## config.mk

```make
export PLATFORM = sky130hd
export DESIGN_NAME = mem2wb8_bridge
export DESIGN_NICKNAME = d
export VERILOG_FILES = /design/src/rtl/mem2wb8_bridge.sv
export SDC_FILE = /design/constraint.sdc
export NUM_CORES = 1
export LEC_CHECK = 0
export BUFFER_PORTS_ARGS = -buffer_cell sky130_fd_sc_hd__buf_2
export CORE_ASPECT_RATIO = 1.5
export CORE_UTILIZATION = 50
export CTS_CLUSTER_SIZE = 20
export DETAILED_ROUTE_END_ITERATION = 8
export GPL_ROUTABILITY_DRIVEN = 1
export PLACE_DENSITY = 0.79
export SETUP_SLACK_MARGIN = 0.02
export SLEW_MARGIN = 15
export SYNTH_ARGS = -nofsm -noshare
export SYNTH_HDL_FRONTEND = slang
export SYNTH_SLANG_ARGS = --single-unit
```

## constraint.sdc

```tcl
create_clock -name clk -period 2.4 [get_ports clk]
set_input_delay 0.48 -clock clk [delete_from_list [all_inputs] [get_ports clk]]
set_output_delay 0.48 -clock clk [all_outputs]
set_load 0.005 [all_outputs]
```

## src/rtl/mem2wb8_bridge.sv

```systemverilog
// mem2wb8_bridge: turns a 64-bit req/we/addr/be/wdata memory port into
// 8-bit classic Wishbone beats, one beat per enabled lane, with a bus timeout.
module mem2wb8_bridge #(
  parameter int unsigned WB_AW   = 3,
  parameter int unsigned TIMEOUT = 255
) (
  input  logic             clk,
  input  logic             rst,
  input  logic             i_req,
  input  logic             i_we,
  input  logic [31:0]      i_addr,
  input  logic [7:0]       i_be,
  input  logic [63:0]      i_wdata,
  output logic             o_ready,
  output logic             o_done,
  output logic             o_err,
  output logic [63:0]      o_rdata,
  output logic [WB_AW-1:0] o_wb_adr,
  output logic [7:0]       o_wb_dat,
  output logic             o_wb_we,
  output logic             o_wb_cyc,
  output logic             o_wb_stb,
  input  logic [7:0]       i_wb_dat,
  input  logic             i_wb_ack
);

  localparam int unsigned CNT_W = (TIMEOUT > 1) ? $clog2(TIMEOUT) : 1;

  typedef enum logic [1:0] {
    IDLE   = 2'd0,
    ACCESS = 2'd1,
    GAP    = 2'd2,
    DONE   = 2'd3
  } state_e;

  state_e             state_q, state_d;
  logic               we_q, we_d;
  logic [28:0]        addr_q, addr_d;
  logic [63:0]        wdata_q, wdata_d;
  logic [7:0]         mask_q, mask_d;
  logic [2:0]         lane_q, lane_d;
  logic [CNT_W-1:0]   cnt_q, cnt_d;
  logic               done_q, done_d;
  logic               err_q, err_d;
  logic [63:0]        rdata_q, rdata_d;
  logic [WB_AW-1:0]   wb_adr_q, wb_adr_d;
  logic [7:0]         wb_dat_q, wb_dat_d;
  logic               wb_we_q, wb_we_d;
  logic               wb_cyc_q, wb_cyc_d;

  // Byte offset within the 64-bit word is irrelevant: the lane comes from i_be.
  logic unused_addr_lsb;
  assign unused_addr_lsb = ^i_addr[2:0];

  // Index of the lowest set bit of a lane mask.
  function automatic logic [2:0] lowest_lane(input logic [7:0] m);
    logic [2:0] l;
    l = 3'd0;
    for (int i = 7; i >= 0; i--) begin
      if (m[i]) l = 3'(i);
    end
    return l;
  endfunction

  logic [7:0] acc_mask;
  logic [2:0] acc_lane;
  logic [2:0] gap_lane;
  logic [7:0] remain;
  logic       expired;

  // Next-state and next-output computation.
  always_comb begin
    state_d  = state_q;
    we_d     = we_q;
    addr_d   = addr_q;
    wdata_d  = wdata_q;
    mask_d   = mask_q;
    lane_d   = lane_q;
    cnt_d    = cnt_q;
    done_d   = 1'b0;
    err_d    = 1'b0;
    rdata_d  = rdata_q;
    wb_adr_d = wb_adr_q;
    wb_dat_d = wb_dat_q;
    wb_we_d  = wb_we_q;
    wb_cyc_d = wb_cyc_q;

    // Reads only ever fetch the lowest enabled lane.
    acc_mask = i_we ? i_be : (i_be & (~i_be + 8'd1));
    acc_lane = lowest_lane(acc_mask);
    gap_lane = lowest_lane(mask_q);
    remain   = mask_q & ~(8'd1 << lane_q);
    expired  = (TIMEOUT != 0) && (32'(cnt_q) == TIMEOUT - 32'd1);

    unique case (state_q)
      IDLE: begin
        if (i_req) begin
          we_d    = i_we;
          addr_d  = i_addr[31:3];
          wdata_d = i_wdata;
          mask_d  = acc_mask;
          if (acc_mask != 8'd0) begin
            state_d  = ACCESS;
            lane_d   = acc_lane;
            cnt_d    = '0;
            wb_cyc_d = 1'b1;
            wb_we_d  = i_we;
            wb_adr_d = WB_AW'({i_addr[31:3], acc_lane});
            wb_dat_d = i_wdata[{acc_lane, 3'b000} +: 8];
          end else begin
            state_d = DONE;
            done_d  = 1'b1;
          end
        end
      end
      ACCESS: begin
        if (i_wb_ack) begin
          mask_d   = remain;
          wb_cyc_d = 1'b0;
          if (!we_q) rdata_d = {8{i_wb_dat}};
          if (remain != 8'd0) begin
            state_d = GAP;
          end else begin
            state_d = DONE;
            done_d  = 1'b1;
          end
        end else if (expired) begin
          mask_d   = 8'd0;
          wb_cyc_d = 1'b0;
          if (!we_q) rdata_d = 64'hFFFF_FFFF_FFFF_FFFF;
          err_d    = 1'b1;
          done_d   = 1'b1;
          state_d  = DONE;
        end else begin
          cnt_d = cnt_q + CNT_W'(1);
        end
      end
      GAP: begin
        state_d  = ACCESS;
        lane_d   = gap_lane;
        cnt_d    = '0;
        wb_cyc_d = 1'b1;
        wb_adr_d = WB_AW'({addr_q, gap_lane});
        wb_dat_d = wdata_q[{gap_lane, 3'b000} +: 8];
      end
      DONE: begin
        state_d = IDLE;
      end
      default: state_d = IDLE;
    endcase
  end

  // State and output registers with synchronous reset.
  always_ff @(posedge clk) begin
    if (rst) begin
      state_q  <= IDLE;
      we_q     <= 1'b0;
      addr_q   <= '0;
      wdata_q  <= '0;
      mask_q   <= '0;
      lane_q   <= '0;
      cnt_q    <= '0;
      done_q   <= 1'b0;
      err_q    <= 1'b0;
      rdata_q  <= '0;
      wb_adr_q <= '0;
      wb_dat_q <= '0;
      wb_we_q  <= 1'b0;
      wb_cyc_q <= 1'b0;
    end else begin
      state_q  <= state_d;
      we_q     <= we_d;
      addr_q   <= addr_d;
      wdata_q  <= wdata_d;
      mask_q   <= mask_d;
      lane_q   <= lane_d;
      cnt_q    <= cnt_d;
      done_q   <= done_d;
      err_q    <= err_d;
      rdata_q  <= rdata_d;
      wb_adr_q <= wb_adr_d;
      wb_dat_q <= wb_dat_d;
      wb_we_q  <= wb_we_d;
      wb_cyc_q <= wb_cyc_d;
    end
  end

  assign o_ready  = (state_q == IDLE);
  assign o_done   = done_q;
  assign o_err    = err_q;
  assign o_rdata  = rdata_q;
  assign o_wb_adr = wb_adr_q;
  assign o_wb_dat = wb_dat_q;
  assign o_wb_we  = wb_we_q;
  assign o_wb_cyc = wb_cyc_q;
  assign o_wb_stb = wb_cyc_q;

endmodule

```

==> Word level (Yosys, flattened, before mapping) <==
Index checks and enable logic that the tools add are counted.
{ "word_totals": {"regBits": 162, "in_bits": 117, "out_inout_bits": 81, "word_cells": 101} }
{ "classes": {"addsub": 2, "eq_ne": 9, "n_shift": 3, "muxes": 53, "bitwise_logic": 6, "reduce_logical": 16} }
{ "ops": {"columns": ["operator", "n"], "rows": [
  ["64-bit 2-to-1 mux", 4],
  ["64-bit by 7-bit variable part select with 8-bit output", 2],
  ["8-bit 2-to-1 mux", 10],
  ["3-bit 2-to-1 mux", 18],
  ["8-bit case mux with 2 select lines", 2],
  ["8-bit case mux with 3 select lines", 1],
  ["8-bit by 1-bit adder with 8-bit output (second input constant)", 2],
  ["8-bit bitwise AND", 2],
  ["8-bit inverter", 2],
  ["8-bit nonzero test", 2],
  ["3-bit AND reduction", 4],
  ["1-bit 2-to-1 mux", 10],
  ["8-bit == test (second input constant)", 1],
  ["2-bit 2-to-1 mux", 4],
  ["2-bit case mux with 4 select lines", 1],
  ["1-bit by 3-bit << shifter with 8-bit output (first input constant)", 1],
  ["2-bit inequality test (second input constant)", 3],
  ["3-bit case mux with 2 select lines", 1],
  ["2-bit nonzero test", 3],
  ["5-bit AND reduction", 1],
  ["2-bit == test (second input constant)", 2],
  ["2-bit AND reduction", 2],
  ["4-bit AND reduction", 1],
  ["3-bit inequality test (second input constant)", 1],
  ["other kinds (8)", 9]
]} }

==> Logic depth before layout (Yosys ltp) <==
Gate-level depths: netlist (run 1).
{ "logic_depth": {"ltp_word": 16, "depth_mapped": 9, "depth_no_buf": 8} }

==> Least setup slack after synthesis (run 1) <==
Ideal clock, no wire load.
{ "synth_timing": {"kind": "input port to flip-flop", "start": "input port i_be[0]", "end": "register wb_dat_q[5] (netlist: o_wb_dat[5])", "setup_time_ps": 132, "t_arrival_ps": 1994, "required_ps": 2268, "slack_ps": 275, "cell_stages": 8, "n_path_buf": 2, "path_cell_list": "buf_2 nor3_1 o21ai_2 nand2_4 buf_4 mux2_2 a221oi_1 a31oi_1"} }
{ "synth_via": {"elab_chain_len": 16, "word_cells_on_any_way": 19, "classes_between": "add/sub: 1; eq/ne: 1; shift: 1; mux: 12; bitwise: 2; reduce/logical: 2"} }
{ "synth_rtl": {"columns": ["element", "line_no", "source"], "rows": [
  ["from (decl)", "12", "input logic [7:0] i_be,"],
  ["8-bit inverter", "89", "acc_mask = i_we ? i_be : (i_be & (~i_be + 8'd1));"],
  ["8-bit by 1-bit adder with 8-bit output", "89", null],
  ["8-bit bitwise AND", "89", null],
  ["8-bit 2-to-1 mux (*)", "89", null],
  ["3-bit 2-to-1 mux (8 in series)", "60", "if (m[i]) l = 3'(i);"],
  ["64-bit by 7-bit variable part select with 8-bit output", "109", "wb_dat_d = i_wdata[{acc_lane, 3'b000} +: 8];"],
  ["8-bit 2-to-1 mux", "102", "if (acc_mask != 8'd0) begin"],
  ["8-bit 2-to-1 mux", "97", "if (i_req) begin"],
  ["8-bit case mux with 2 select lines", "95", "unique case (state_q)"],
  ["to (signal assigned)", "182", "wb_dat_q <= wb_dat_d;"],
  ["to (decl)", "47", "logic [7:0] wb_dat_q, wb_dat_d;"]
]} }
Mark *: on every way between the ends. The rest lies on a longest branch, timed or not. The select of a mux whose other input is x is not followed.
A chain may end at the register's enable or synchronous reset.

==> Worst setup path in the final report (run 1) <==
{ "layout_timing": {"start": "register mask_q[7]", "end": "register wb_dat_q[0] (netlist: o_wb_dat[0])"} }
{ "layout_via": {"elab_chain_len": 10} }
{ "layout_rtl": {"columns": ["element", "line_no", "source"], "rows": [
  ["from (decl)", "40", "logic [7:0] mask_q, mask_d;"],
  ["from (signal assigned)", "175", "mask_q <= mask_d;"],
  ["3-bit 2-to-1 mux (8 in series)", "60", null],
  ["64-bit by 7-bit variable part select with 8-bit output", "144", "wb_dat_d = wdata_q[{gap_lane, 3'b000} +: 8];"],
  ["8-bit case mux with 2 select lines", "95", null]
]} }
No other way between the ends.

==> summary.md, run 1 <==
| Metric | Value |
|---|---|
| Setup TNS | 0 ns |
| Register area share after synthesis | 35.8% |
| Vias in the first global route | roughly 5.4k |
| Fillcell total | around 1.1k |
| RSZ-0062 raised after global routing | false |
| CTS tree | yes |
| Period minus WS final | between 2 and 2.5 ns |
| Antenna Nets Post-Route | 0 |
| Final HPWL DP | 12500 um |
| Die height | roughly 140 um |
| CTS sink count | about 110 |
| Crit. End Element | flip-flop |
| Post-placement cell area | between 6000 and 7000 um^2 |
| Clock Pin Slew Worst Setup and Hold Paths | roughly 0.07 ns |
| Top_reg_cell synth | dfxtp_1 |
| Vias | 5645 |
| Final instance area | between 6000 and 7000 um^2 |
| Worst setup path category | flip-flop to flip-flop |
| CP Data Required Time | approximately 2.6 ns |
| Max Cap Viol | 0 |
| Syn Nets | around 840 |
| Total gr overflow | 0 |
| Root buf cell | clkbuf_16 |
| Slew @ Worst Pin | ~0.53 ns |
| Worst hold-check path type | input pin to flip-flop |
| Drt total wl | around 17000 um |
| Setup bufs post-CTS | 0 |
| Pleak | 2.96 nW |
| Final period util | between 90% and 100% |
| WL/cell | ~17 um |
| Final RePlAce weighted congestion | slightly below 1 |
| Residual DRC | 0 |
| Crit start category | flip-flop |
| H-tree depth | 3 |
| Antenna diodes | 0 |
| Synthesized flop and latch total | ~110 |
| Worst vdd rail ir drop | roughly 0.42 mV |
| Hold-fix buffers, CTS | 0 |
| Largest net degree at the start of global routing | slightly below 60 |
| Clock Skew | 0.00513 ns |
| Initial drt markers | just over 400 |
| First-pass GRT wire length | around 27000 um |
| Crit-path max FO | 9 |
| Total die area | 12300 um^2 |
| Library cells used by synthesis | 61 |
| Number of vias per cell | ~5.7 |
| I/O Buffers | roughly 170 |
| Setup WS post-layout | about 0.22 ns |
| Clock Latency Late Sink | approximately 0.35 ns |
| Final Hold Viols | 0 |
| FFs w/ async S/R, synth | 0% |
| Initial antenna violation count | 0 |
| Ys Warns | 0 |
| EDFF count, synth | 0 |
| CTS max path bufs | 2 |
| Max Clk Rate | approximately 0.46 GHz |
| Die W | ~91 um |
| TritonCTS buffer count | 9 |
| Core outline area | ~12000 um^2 |
| Starting Density | 51.5% |
| Final slew viol count | 0 |
| Slew margin rel. | 64.8% |
| Row count | 48 |
| Cell family with most CP delay | multiplexers |
| Place WS | ~0.043 ns |
| CP max stage cell | mux4_1 |
| Area Overhead vs Synth | 15.9% |
| Final net count | about 950 |
| TritonRoute pass-1 iters | 5 |
| Final setup viols | 0 |
| Resize count post-CTS | 0 |
| CP arrival | 2.40 ns |
| Mapped Avg Cell Area | approximately 8.2 um^2 |
| Gate Count Post-Synth | 723 |
| Critical Path, Cell by Cell | nor2b_1 > o21ai_2 > nand2_4 > mux4_1 > a221oi_1 > a311oi_1 |
| Pwr Density | between 600 and 700 nW/um^2 |
| Outcome | completed |
| Synthesized area | about 6000 um^2 |
| Total Routing Usage GR | 28.0% |
| Number of top-level pins | approximately 200 |
| Worst Path Buf+Inv | 0 |
| Share of cells above drive strength 1 | a little under a third |
| Largest stage delay, worst path | roughly 0.62 ns |
## worst reg2reg max path, cell delays in order (launching register included)
cell      delay [ns]
dfxtp_1         0.43
nor2b_1         0.24
o21ai_2         0.13
nand2_4         0.19
mux4_1          0.62
a221oi_1        0.30
a311oi_1        0.13
## kinds of logic (layout without fill, tap and decap cells)
| logic type | after synthesis | after routing | synth area share, % |
|---|---|---|---|
| fa+ha+maj | 2 | 2 | 0.422 |
| xor+xnor | 6 | 6 | 0.885 |
| compound gates | 189 | 189 | 20.4 |
| mux | 41 | 41 | 10.7 |
| flops | 106 | 106 | 35.8 |
| buf+inv | 118 | 229 | 12.5 |
| simple gates | 261 | 261 | 19.4 |
## power by group
group | total [mW] | internal (mW) | switching, mW
Clock | 1.57 | 0.914 | 0.653
Sequential | 1.98 | 1.88 | 0.0998
Combinational | 0.999 | 0.451 | 0.548
## synth_stat cells, types with 4 or more instances
cell       number  area (um^2)
dfxtp_1       106         2120
buf_4          63          473
a31oi_1         6         37.5
o2111ai_1       4         35.0
nor2b_1         6         37.5
mux2_2         24          270
inv_1          15         56.3
nand3_1        21          105
and3_1          6         37.5
o21ai_0        26          130
xor2_1          6         52.6
clkbuf_1       25         93.8
o211ai_1        6         45.0
mux4_1          5          131
mux4_2          9          203
a21oi_1        91          455
nor3_1         11         55.1
a221oi_1       11         96.3
o21a_1          4         30.0
a311oi_1       13          114
buf_6           5         56.3
a22oi_1         5         37.5
nor4_1          4         25.0
nor2_1         51          191
buf_1           5         18.8
nand2_1       142          533
## placed cells by master (no fill, tap or decap), types with 9 or more instances in the layout
master,n
nand2_1,141
nor3_1,11
a21oi_1,91
mux4_2,9
nor2_1,51
dfxtp_1,106
inv_1,15
o21ai_0,26
a221oi_1,11
buf_2,165
mux2_2,24
buf_4,29
nand3_1,21
clkbuf_16,9
a311oi_1,13
## metrics by stage
stage	hold slack [ns]	cells	util, %	power (mW)
2_1_floorplan	0.432	723	-	2.70
3_3_place_gp	0.439	968	56.9	2.99
3_5_place_dp	0.445	968	56.9	3.01
4_1_cts	0.364	984	59.6	4.56
5_1_grt	0.380	984	59.7	4.76
6_report	0.368	984	59.7	4.55
## cell type report
| class | count | area (um^2) | area share (%) |
|---|---|---|---|
| clock buffers | 11 | 233 | 3.38 |
| clock inverters | 5 | 78.8 | 1.15 |
| inverters | 15 | 56.3 | 0.818 |
| multi-input cells | 499 | 3080 | 44.8 |
| flip-flops and latches | 106 | 2120 | 30.8 |
| well taps | 150 | 188 | 2.73 |
| repair buffers | 198 | 1120 | 16.3 |
## worst paths after layout
path	slack, ns	cells after the start	to	from
worst min register to register	0.46	2	wdata_q[17]	wdata_q[17]
worst min-delay path	0.37	3	wdata_q[36]	i_wdata[36]
worst max-delay path	0.22	6	o_wb_dat[0]	mask_q[7]
worst max register to register	0.22	6	o_wb_dat[0]	mask_q[7]
## metal layers
metal	part of all wire, %	vias to the layer above	global-route usage [%]
li1	-	2709	-
met1	38	2625	30.3
met2	52	258	50.6
met3	6.0	53	5.33
met4	4.7	0	16.1
met5	0	-	0
## sequential cells by signal, indices dropped and copies added (netlist names)
name / count
o_rdata: 8
o_wb_cyc: 1
wdata_q: 64
o_done: 1
o_wb_we: 1
state_q: 2
mask_q: 8
o_wb_dat: 8
o_err: 1
we_q: 1
o_wb_adr: 3
cnt_q: 8
(Power assumes the default switching activity.)
==> run 2, diff against run 1 <==
BUFFER_PORTS_ARGS = not set   (was -buffer_cell sky130_fd_sc_hd__buf_2)
CORE_MARGIN = 2   (was not set)
CORE_UTILIZATION = 40   (was 50)
DONT_BUFFER_PORTS = 1   (was not set)
PLACE_DENSITY = not set   (was 0.79)
==> run 2 against run 1 <==
Effect of this change: flip-flop and latch count unchanged; clock skew rose by 0.0061 ns; wire length barely moved.
==> summary.md, run 2 (same netlist as run 1, synthesis figures left out) <==
| Metric | Value |
|---|---|
| Outcome | completed |
| Slew @ Worst Pin | 0.606 ns (+0.0779 ns) |
| Most frequent cells in the layout | 141 x nand2_1, 106 x dfxtp_1, 91 x a21oi_1, 51 x nor2_1, 26 x o21ai_0 |
| Initial drt markers | 313 (-23%) |
| Crit-path max FO | 9 (unchanged) |
| Number of top-level pins | 198 (unchanged) |
| Crit start category | flip-flop |
| Vias | 4940 (-12%) |
| I/O Buffers | 0 (-100%) |
| Die height | 153 um (+13%) |
| Total die area | 15800 um^2 (+29%) |
| Critical Path, Cell by Cell | nor3_1 > o21ai_2 > nand2_4 > mux4_1 > a221oi_1 > a311oi_1 |
| Largest reg by FF count | wdata_q |
| Worst Setup SP | mask_q[2] |
| Clock Skew | 0.0112 ns (+0.00610 ns) |
| Final setup viols | 0 (unchanged) |
| Slew margin rel. | 59.2% (-5.6 points) |
| CP arrival | 2.40 ns (about the same) |
| CP max stage cell | mux4_1 |
| Final RePlAce weighted congestion | 0.909 (-7.2%) |
| Vias in the first global route | 4836 (-10%) |
| Total gr overflow | 0 (unchanged) |
| Critical path endpoint | o_wb_dat[2] |
| TritonRoute pass-1 iters | 5 (unchanged) |
| Worst hold-check path type | input pin to flip-flop |
| CP Data Required Time | 2.63 ns (about the same) |
| Final net count | 768 (-19%) |
| Area of the multi-input gates | 3080 um^2 (unchanged) |
| Setup bufs post-CTS | 0 (unchanged) |
| Largest net degree at the start of global routing | 101 (+74%) |
| CTS sink count | 106 (unchanged) |
| CTS tree | yes |
| Overall Power | 4.27 mW (-6.1%) |
| Commonest non-fill, non-tap cell in the layout | nand2_1 |
| Resize count post-CTS | 0 (unchanged) |
| Final slew viol count | 0 (unchanged) |
| Initial antenna violation count | 0 (unchanged) |
| Final Hold Viols | 0 (unchanged) |
| Number of vias per cell | 5.81 (+1.3%) |
| Place WS | 0.150 ns (+0.108 ns) |
| Reg-to-reg slack, setup | 0.23 ns (about the same) |
| Period minus WS final | 2.17 ns (-0.00735 ns) |
| Pleak | 2.13 nW (-28%) |
| Share of cells above drive strength 1 | 13.1% (-19 points) |
| Max Clk Rate | 0.461 GHz (+0.34%) |
| Antenna Nets Post-Route | 0 (unchanged) |
| Worst vdd rail ir drop | 0.346 mV (-18%) |
| Row count | 54 (+13%) |
| Die W | 103 um (+14%) |
| Final HPWL DP | 12500 um (-0.21%) |
| Number of flip-flops in the largest register | 64 (unchanged) |
| Clock Pin Slew Worst Setup and Hold Paths | 0.08 ns (about the same) |
| CTS max path bufs | 2 (unchanged) |
| Pwr Density | 712 nW/um^2 (+7.7%) |
| Setup WS post-layout | 0.229 ns (+0.00735 ns) |
| Crit. End Element | flip-flop |
| Area Overhead vs Synth | 1.07% |
| Core outline area | 14500 um^2 (+26%) |
| Antenna diodes | 0 (unchanged) |
| TritonCTS buffer count | 9 (unchanged) |
| Drt total wl | 16900 um (about the same) |
| Reg2reg path depth | 6 (unchanged) |
| Reg2reg start | mask_q[2] |
| Hold-fix buffers, CTS | 0 (unchanged) |
| Worst setup path category | flip-flop to flip-flop |
| First-pass GRT wire length | 26200 um (-1.8%) |
| Clock Latency Late Sink | 0.36 ns (about the same) |
| RSZ-0062 raised after global routing | false |
| Setup TNS | 0 ns (unchanged) |
| Worst reg2reg endpoint | o_wb_dat[2] |
| Residual DRC | 0 (unchanged) |
| Largest stage delay, worst path | 0.57 ns (-0.05 ns) |
| Total Routing Usage GR | 21.6% (-6.4 points) |
| WL/cell | 19.9 um (+16%) |
| Fillcell total | 1449 (+35%) |
| Final period util | 90.5% (-0.31 points) |
| Root buf cell | clkbuf_16 |
| H-tree depth | 3 (unchanged) |
| Seq. cell area | 2120 um^2 (unchanged) |
| Max Cap Viol | 0 (unchanged) |
| Starting Density | 40.9% (-11 points) |
[run 2: cell types whose count changed in the layout (fill, tap and decap cells not counted)]
cell,previous run,this run
inv_6,0,1
buf_2,165,0
clkinv_8,0,3
clkinv_4,1,0
clkbuf_1,2,0
buf_4,29,14
bufinv_16,2,0
clkinv_2,2,1
inv_8,0,2
[run 2: critical path, delay by kind of cell, from the launching register on]
| kind | cells | cell delay (ns) |
|---|---|---|
| muxes | 1 | 0.57 |
| AOI/OAI and AO/OA | 3 | 0.60 |
| DFF | 1 | 0.36 |
| and+or+nand+nor | 2 | 0.52 |
[run 2: area by class of cell]
type | count | area share [%]
well taps | 196 | 4.09
multi-input cells | 499 | 51.3
clock buffers | 9 | 3.75
flip-flops and latches | 106 | 35.4
repair buffers | 18 | 3.09
clock inverters | 7 | 1.42
inverters | 15 | 0.938
[run 2: power breakdown]
part	internal (mW)	switching, mW
clock network	0.749	0.776
logic	0.321	0.417
registers	1.88	0.126
total	2.95	1.32
[run 2: worst min-delay path by stage]
stage / start / to / slack, ns / cells past startpoint
3_3_place_gp: wdata_q[60] / wdata_q[60] / 0.43 / 2
2_1_floorplan: wdata_q[40] / wdata_q[40] / 0.43 / 2
4_1_cts: rst / wdata_q[28] / 0.18 / 1
3_5_place_dp: wdata_q[62] / wdata_q[62] / 0.44 / 2
5_1_grt: rst / wdata_q[28] / 0.18 / 1
6_report: rst / wdata_q[28] / 0.19 / 1
[run 2: per-layer routing]
layer	vias to the layer above	wire length, um	global-route usage (%)
met1	2342	5870	22.9
li1	2349	-	-
met5	-	0	0
met3	48	1280	5.26
met2	201	8810	37.9
met4	0	930	12.1
[run 2: through the flow]
stage	utilization [%]	cell area [um^2]	hold WS [ns]	std cells
after global routing	41.3	6000	0.183	850
final	41.3	6000	0.192	850
after CTS	41.3	5990	0.184	850
after global placement	39.1	5680	0.432	834
after floorplan	-	5940	0.432	723
after detailed placement	39.1	5680	0.438	834
==> run 3, diff against run 2 <==
CORE_UTILIZATION = 52   (was 40)
PLACE_DENSITY = 0.67   (was not set)
==> run 3 against run 2 <==
Effect of this change: clock skew is 0.0030 ns lower; combinational power is 3.9% lower; clock-buffer cell count rose by 2; sequential power barely moved; global-route usage is 4.2 points higher; die area fell by 22%; critical path depth unchanged; total power is 3.9% lower; setup slack got worse by 0.020 ns; flip-flop and latch count stayed put; critical path type unchanged; largest cell class unchanged; largest power group unchanged; highest routed layer unchanged.
==> summary.md, run 3 (same netlist as run 1, synthesis figures left out) <==
| Metric | Value |
|---|---|
| WL/cell | 19.8 um (-0.34%) |
| Reg-to-reg slack, setup | 0.21 ns (-0.02 ns) |
| Antenna Nets Post-Route | 0 (unchanged) |
| RSZ-0062 raised after global routing | false |
| CP max stage cell | mux4_1 |
| Worst setup path category | flip-flop to flip-flop |
| Starting Density | 53.7% (+13 points) |
| Max Clk Rate | 0.456 GHz (-0.91%) |
| Period minus WS final | 2.19 ns (+0.0199 ns) |
| Largest reg by FF count | wdata_q |
| TritonCTS buffer count | 9 (unchanged) |
| Post-placement cell area | 5570 um^2 (-2.1%) |
| Final RePlAce weighted congestion | 0.888 (-2.3%) |
| Final Hold Viols | 0 (unchanged) |
| Max Cap Viol | 0 (unchanged) |
| Root buf cell | clkbuf_16 |
| Clock Pin Slew Worst Setup and Hold Paths | 0.07 ns (about the same) |
| Clock Latency Late Sink | 0.35 ns (about the same) |
| CP Data Required Time | 2.62 ns (about the same) |
| TritonRoute pass-1 iters | 5 (unchanged) |
| Most frequent cells in the layout | 141 x nand2_1, 106 x dfxtp_1, 91 x a21oi_1, 51 x nor2_1, 26 x o21ai_0 |
| Setup TNS | 0 ns (unchanged) |
| Psw | 1.20 mW (-8.8%) |
| CTS tree | yes |
| Final period util | 91.3% (+0.83 points) |
| Int Pwr | 2.90 mW (-1.7%) |
| Final instance area | 5840 um^2 (-2.6%) |
| Total Routing Usage GR | 25.8% (+4.2 points) |
| CTS max path bufs | 2 (unchanged) |
| Number of flip-flops in the largest register | 64 (unchanged) |
| Die W | 91.2 um (-12%) |
| Fin Hold WS | 0.192 ns (+0.000411 ns) |
| Worst vdd rail ir drop | 0.404 mV (+17%) |
| Crit. End Element | flip-flop |
| Overall Power | 4.10 mW (-3.9%) |
| Antenna diodes | 0 (unchanged) |
| Initial antenna violation count | 0 (unchanged) |
| CTS sink count | 106 (unchanged) |
| I/O Buffers | 0 (unchanged) |
| Vias | 4871 (-1.4%) |
| Final HPWL DP | 11400 um (-8.7%) |
| Final setup viols | 0 (unchanged) |
| Number of vias per cell | 6.13 (+5.4%) |
| Switch share | 29.3% (-1.6 points) |
| Critical Path, Cell by Cell | nor3_1 > o21ai_2 > nand2_4 > mux4_1 > a221oi_1 > a311oi_1 |
| First-pass GRT wire length | 24900 um (-5.1%) |
| Comb power frac | 17.3% (about the same) |
| Row count | 47 (-13%) |
| Core outline area | 11100 um^2 (-24%) |
| Place WS | 0.130 ns (-0.0205 ns) |
| Drt total wl | 15700 um (-6.8%) |
| CP arrival | 2.41 ns (about the same) |
| Setup WS post-layout | 0.209 ns (-0.0199 ns) |
| Final Util | 52.9% (+12 points) |
| Total die area | 12300 um^2 (-22%) |
| Pwr Density | 702 nW/um^2 (-1.3%) |
| Sequential Power Share | 48.9% (+1.9 points) |
| H-tree depth | 3 (unchanged) |
| Clock Skew | 0.00820 ns (-0.00303 ns) |
| Total gr overflow | 0 (unchanged) |
| Commonest non-fill, non-tap cell in the layout | nand2_1 |
| Share of cells above drive strength 1 | 12.0% (-1.1 points) |
| Final cell count without fillers | 795 (-6.5%) |
| Outcome | completed |
| Crit start category | flip-flop |
| Pleak | 2.07 nW (-2.7%) |
| Largest stage delay, worst path | 0.63 ns (+0.06 ns) |
| Residual DRC | 0 (unchanged) |
| Placed instance count | 779 (-6.6%) |
| Area Overhead vs Synth | -1.56% |
| Slew @ Worst Pin | 0.593 ns (-0.0132 ns) |
| Clock power frac | 33.8% (-1.9 points) |
| Slew margin rel. | 60.2% (+1.0 points) |
| Largest net degree at the start of global routing | 101 (unchanged) |
| Number of top-level pins | 198 (unchanged) |
| Worst hold-check path type | input pin to flip-flop |
| Crit-path max FO | 9 (unchanged) |
| Vias in the first global route | 4782 (-1.1%) |
| Final net count | 762 (-0.78%) |
| Die height | 135 um (-12%) |
| Final slew viol count | 0 (unchanged) |
| Initial drt markers | 313 (unchanged) |
-- run 3: cell count changes in the layout (fill, tap and decap cells not counted), sizes merged --
cell	previous run	this run
clkinv	4	2
buf	18	12
inv	18	16
clkbuf	9	11
clkinvlp	0	2
-- run 3: timing repair --
item                                    in CTS  in global routing
endpoints found under the setup margin       0                  3
gates resized for setup                      0                  1
buffers inserted                             0                  0
hold buffers                                 0                  0
-- run 3: layout make-up --
cell class              count  area, um^2
inverters                  15        56.3
clock buffers              11         233
flip-flops and latches    106        2120
repair buffers             12         128
multi-input cells         499        3080
clock inverters             5        40.0
fillers                  1127        5210
well taps                 147         184
-- run 3: final timing paths --
kind | cells past startpoint | to | startpoint
worst min-delay path | 1 | o_rdata[58] | rst
worst min register to register | 2 | wdata_q[40] | wdata_q[40]
worst max register to register | 6 | o_wb_dat[0] | mask_q[4]
worst max-delay path | 6 | o_wb_dat[0] | mask_q[4]
-- run 3: power groups by stage --
stage	clock, mW	combinational, mW	sequential [mW]
after detailed placement	0	0.705	2.05
after CTS	1.41	0.709	2.01
after floorplan	0	0.712	1.99
after global placement	0	0.694	2.04
final	1.39	0.709	2.01
after global routing	1.47	0.786	2.03
-- run 3: critical path, delay by kind of cell (launching register included) --
kind | cells | cell delay [ns]
flops | 1 | 0.36
simple gates | 2 | 0.48
compound gates | 3 | 0.57
mux | 1 | 0.63
-- run 3: layer usage --
layer	global-route usage, %	part of all wire, %	vias to the layer above
met5	0	0	-
met4	12.9	4.4	0
met3	6.53	7.5	44
met2	45.4	50	200
met1	28.9	38	2291
li1	-	-	2336
